### src/rtl/des_cbc_sequencer.sv
// CBC/ECB block sequencer for the iterative DES core: latches one block, issues it
// to the core, waits for the matching done and returns the chained result.
module des_cbc_sequencer #(
    parameter int TIMEOUT_CYCLES = 64,
    parameter int CNT_W          = 7
) (
    input  logic        clk,
    input  logic        rst,
    input  logic        mode_decrypt,
    input  logic        cbc_en,
    input  logic [63:0] key,
    input  logic [63:0] iv,
    input  logic        load_iv,
    input  logic        in_valid,
    output logic        in_ready,
    input  logic [63:0] in_data,
    output logic        out_valid,
    input  logic        out_ready,
    output logic [63:0] out_data,
    output logic        busy,
    output logic        timeout_err,
    output logic        core_start_encrypt,
    output logic        core_start_decrypt,
    output logic [63:0] core_key,
    output logic [63:0] core_input_text,
    input  logic        core_done_encrypt,
    input  logic        core_done_decrypt,
    input  logic [63:0] core_output_text,
    output logic [1:0]  dbg_state,
    output logic [63:0] dbg_chain
);
    // Valid/ready: a transfer happens on a rising edge where valid and ready are both high;
    // the producer holds valid and data stable until then, ready may be driven freely.
    localparam logic [1:0] IDLE      = 2'd0;
    localparam logic [1:0] ISSUE     = 2'd1;
    localparam logic [1:0] WAIT_CORE = 2'd2;
    localparam logic [1:0] OUTPUT    = 2'd3;

    // Counter reads 0 on the first WAIT_CORE cycle, so this is the last permitted cycle.
    localparam logic [CNT_W-1:0] CNT_LAST = CNT_W'(TIMEOUT_CYCLES - 1);
    localparam logic [CNT_W-1:0] CNT_MAX  = '1;
    localparam logic [CNT_W-1:0] CNT_MIN  = CNT_W'(2);

    logic [1:0]       state;
    logic [63:0]      chain_reg;
    logic [63:0]      blk_reg;
    logic [63:0]      chain_src;
    logic             mode_r;
    logic             cbc_r;
    logic [CNT_W-1:0] cnt;
    logic             done_hit;

    assign in_ready  = (state == IDLE);
    assign busy      = (state != IDLE);
    assign dbg_state = state;
    assign dbg_chain = chain_reg;

    // A same-cycle IV load takes effect before the XOR of the accepted block.
    assign chain_src = load_iv ? iv : chain_reg;

    // The first two WAIT_CORE cycles may still see the previous operation's done level.
    assign done_hit = (mode_r ? core_done_decrypt : core_done_encrypt) && (cnt >= CNT_MIN);

    always_ff @(posedge clk or posedge rst) begin
        if (rst) begin
            state              <= IDLE;
            chain_reg          <= '0;
            blk_reg            <= '0;
            mode_r             <= 1'b0;
            cbc_r              <= 1'b0;
            cnt                <= '0;
            out_valid          <= 1'b0;
            out_data           <= '0;
            timeout_err        <= 1'b0;
            core_start_encrypt <= 1'b0;
            core_start_decrypt <= 1'b0;
            core_key           <= '0;
            core_input_text    <= '0;
        end else begin
            case (state)
                IDLE: begin
                    if (load_iv) begin
                        chain_reg   <= iv;
                        timeout_err <= 1'b0;
                    end
                    if (in_valid) begin
                        blk_reg            <= in_data;
                        mode_r             <= mode_decrypt;
                        cbc_r              <= cbc_en;
                        core_key           <= key;
                        core_input_text    <= (cbc_en && !mode_decrypt) ? (in_data ^ chain_src) : in_data;
                        core_start_encrypt <= !mode_decrypt;
                        core_start_decrypt <= mode_decrypt;
                        state              <= ISSUE;
                    end
                end
                ISSUE: begin
                    core_start_encrypt <= 1'b0;
                    core_start_decrypt <= 1'b0;
                    cnt                <= '0;
                    state              <= WAIT_CORE;
                end
                WAIT_CORE: begin
                    if (done_hit) begin
                        out_data  <= (cbc_r && mode_r) ? (core_output_text ^ chain_reg) : core_output_text;
                        if (cbc_r) begin
                            chain_reg <= mode_r ? blk_reg : core_output_text;
                        end
                        out_valid <= 1'b1;
                        state     <= OUTPUT;
                    end else if (cnt == CNT_LAST) begin
                        timeout_err <= 1'b1;
                        state       <= IDLE;
                    end else if (cnt != CNT_MAX) begin
                        cnt <= cnt + CNT_W'(1);
                    end
                end
                OUTPUT: begin
                    if (out_ready) begin
                        out_valid <= 1'b0;
                        state     <= IDLE;
                    end
                end
                default: state <= IDLE;
            endcase
        end
    end
endmodule

### config.mk
export PLATFORM = sky130hd
export DESIGN_NAME = des_cbc_sequencer
export DESIGN_NICKNAME = d
export VERILOG_FILES = /design/src/rtl/des_cbc_sequencer.sv
export SDC_FILE = /design/constraint.sdc
export NUM_CORES = 1
export LEC_CHECK = 0
export ABC_AREA = 1
export BUFFER_PORTS_ARGS = -buffer_cell sky130_fd_sc_hd__buf_2
export CORE_UTILIZATION = 30
export DETAILED_ROUTE_END_ITERATION = 6
export GPL_ROUTABILITY_DRIVEN = 0
export PLACE_DENSITY_LB_ADDON = 0.05
export RECOVER_POWER = 100
export SYNTH_ARGS = -nofsm -noshare
export SYNTH_HDL_FRONTEND = slang
export SYNTH_SLANG_ARGS = --single-unit
### constraint.sdc
create_clock -name clk -period 10.4 [get_ports clk]
set_input_delay 1.04 -clock clk [delete_from_list [all_inputs] [get_ports clk]]
set_output_delay 1.04 -clock clk [all_outputs]
set_load 0.005 [all_outputs]
==> impl_metrics.json <==
{
  "status": "finished, violations left",
  "violations": "capacitance limit, slew limit",
  "worstPathMaxFanout": 104,
  "clkTransAtPathRegs_ns": 0.06,
  "yosysWarnings": 0,
  "power.internal_mw": 3.640,
  "ys_top_cells_by_area": "dfrtp_1 (50%), nand2_1 (22%), o21ai_0 (7.7%)",
  "die_y_um": 238.5,
  "fin_hold_ws_ns": 0.4763,
  "cts_hold_buf": 0,
  "clock_sinks": 335,
  "clk_latency_ns": 0.57,
  "vdd_ir_drop_max_v": 0.0002434,
  "avgViaCountPerCell": 4.720,
  "yosysMostFrequentCell": "nand2_1",
  "grt_max_degree": 118,
  "synth.distinct_cells": 30,
  "synth_area_mm2": 0.01678,
  "synth_top_cell_area_share": 0.4996,
  "power.switching_mw": 2.704,
  "dpl.cell_count": 3363,
  "antenna_found_initial": 13,
  "tightestPinTransition_ns": 4.955,
  "ys.flop_type": "dfrtp_1",
  "place_hpwl_mm": 44.35,
  "synth_top_family_by_area": "simple AND/OR/NAND/NOR gates",
  "grt_util_met1": 0.3004,
  "finalInstanceArea_mm2": 0.02088,
  "cts_buffers": 42,
  "fin_setup_tns_ns": 0,
  "drt-total-wl_mm": 67.04,
  "drv_slew": 477,
  "start_kind": "flip-flop",
  "synth-xor-area-share": 0.03497,
  "area_growth_pct": 24.41,
  "fp-row-count": 86,
  "cts_tree": "done",
  "cap_violations": 7,
  "io_buffers": 528,
  "pwr-share-seq": 0.367,
  "grt_overflow": 0,
  "synth_fa_ha_area_frac": 0.001491,
  "fmax_mhz": 156.8,
  "synth.avg_cell_area_um2": 7.610,
  "cellPowerDensity_mw_per_mm2": 303.9,
  "grtUsageMet3": 0.06871,
  "yosys.area_share.simple": 0.2885,
  "fin_skew_ns": 0.01512,
  "period_needed_ns": 6.379,
  "core-area_mm2": 0.05520,
  "slowest_delay_ns": 3.45,
  "worstPathCellList": "clkinv_2, nand2_1, nand2_1, nand3_4, clkbuf_1, o21ai_0",
  "synthCells": 2205,
  "start_util": 0.3040,
  "path_class": "reg2reg",
  "die_area_mm2": 0.05688,
  "die_w_um": 238.5,
  "cpMostUsedCell": "nand2_1",
  "drive_above_1_share": 0.1709,
  "synth_top_area_cell": "dfrtp_1",
  "rsz0062_at_grt": "no",
  "syn_nets": 2472,
  "avgRoutedWirePerCell_um": 19.44,
  "power.share.switching": 0.4262,
  "use_met2": 0.3791,
  "drtIter0Drc": 980,
  "hold_class": "reg2reg",
  "vias": 16280,
  "final_nets": 2926,
  "clock_path_buffers": 3,
  "first_pass_iters": 5,
  "slowest_stage": "clkbuf_1",
  "leakage_nw": 10.67,
  "ys_top_cells_by_count": "nand2_1 (964), dfrtp_1 (335), o21ai_0 (257), nand3_1 (143), o21ai_1 (101)",
  "cts_root_buffer": "clkbuf_16",
  "grt_first_pass_wirelength_mm": 100.7,
  "post_cts_buffers": 0,
  "worstPathArrival_ns": 6.61,
  "io_pins": 529,
  "hold_viol_final": 0,
  "synth_compound_area_frac": 0.1097,
  "stdcell_count": 3448,
  "ys_ff_latch": 335,
  "place_area_mm2": 0.01977,
  "grt_pass1_vias": 16220,
  "cts_resized": 0,
  "combinationalPowerShare": 0.399,
  "relSlewSlack": -2.303,
  "async_flop_share": 1.000,
  "finalCritPeriodShare": 0.6134,
  "top_usage_layer": "met2",
  "finalSetupViolations": 0,
  "seq_area_frac_synth": 0.4996,
  "synth_edf_count": 0,
  "track_usage": 0.2325,
  "drc": 0,
  "ant_nets": 0,
  "synthMuxAreaShare": 0,
  "required_ns": 10.63,
  "htree_levels": 2,
  "endpoint_kind": "flip-flop",
  "power.share.clock": 0.234
}
worst paths after layout:
check,start,end,slack [ns],cells after the start
max in group asynchronous,rst,dbg_chain[48],5.71,4
min reg2reg,core_key[23],core_key[23],0.48,2
min,core_key[23],core_key[23],0.48,2
max reg2reg,mode_r,out_data[33],4.02,6
min in group asynchronous,rst,blk_reg[58],1.60,2
max,mode_r,out_data[33],4.02,6
layout by cell type (no fill, tap or decap), types with 6 or more instances in the layout:
master,count
nand3_1,143
inv_1,79
diode_2,8
nor2_1,80
clkinv_2,11
xor2_1,38
clkbuf_16,45
buf_2,353
dfrtp_1,335
buf_4,15
xnor2_1,29
clkbuf_8,13
nand2_1,976
o21ai_0,315
o21ai_1,43
or2_2,6
clkbuf_1,183
worst max-delay path, delay by kind of cell (launching register included):
family / cells / cell delay (ns)
AOI/OAI and AO/OA: 1 / 0.34
buffers and inverters: 2 / 3.98
and+or+nand+nor: 3 / 0.60
DFF: 1 / 1.00
power groups by stage:
stage	logic [mW]	registers [mW]	clock network, mW
2_1_floorplan	1.55	2.27	0
5_1_grt	2.89	2.40	1.57
3_3_place_gp	2.61	2.33	0
3_5_place_dp	2.65	2.33	0
6_report	2.53	2.33	1.48
4_1_cts	2.65	2.33	1.52
per-stage QoR:
| stage | util | total power, mW | setup slack (ns) |
|---|---|---|---|
| 3_3_place_gp | 0.3581 | 4.945 | 6.750 |
| 2_1_floorplan | - | 3.814 | 0.07845 |
| 4_1_cts | 0.3832 | 6.500 | 6.432 |
| 6_report | 0.3782 | 6.344 | 4.021 |
| 3_5_place_dp | 0.3581 | 4.982 | 6.722 |
| 5_1_grt | 0.3779 | 6.858 | 3.302 |
per-layer routing:
| metal | vias to the layer above | wire length, um |
|---|---|---|
| li1 | 7910 | - |
| met1 | 7811 | 29050 |
| met2 | 457 | 31350 |
| met3 | 85 | 5289 |
| met4 | 12 | 1266 |
| met5 | - | 81 |
logic make-up after synthesis:
logic type	after synthesis
xor+xnor	67
buf+inv	223
fa+ha+maj	2
flops	335
simple gates	1213
compound gates	365
cell type report:
type | count | area, um2
Multi-Input combinational cell | 1647 | 7264
Tap cell | 748 | 935.9
Inverter | 89 | 342.8
Fill cell | 5960 | 34330
Timing Repair Buffer | 544 | 2541
Clock buffer | 68 | 1343
Sequential cell | 335 | 8383
Antenna cell | 8 | 20.02
Clock inverter | 9 | 45.04
No activity file was read; power rests on OpenSTA's default activity.
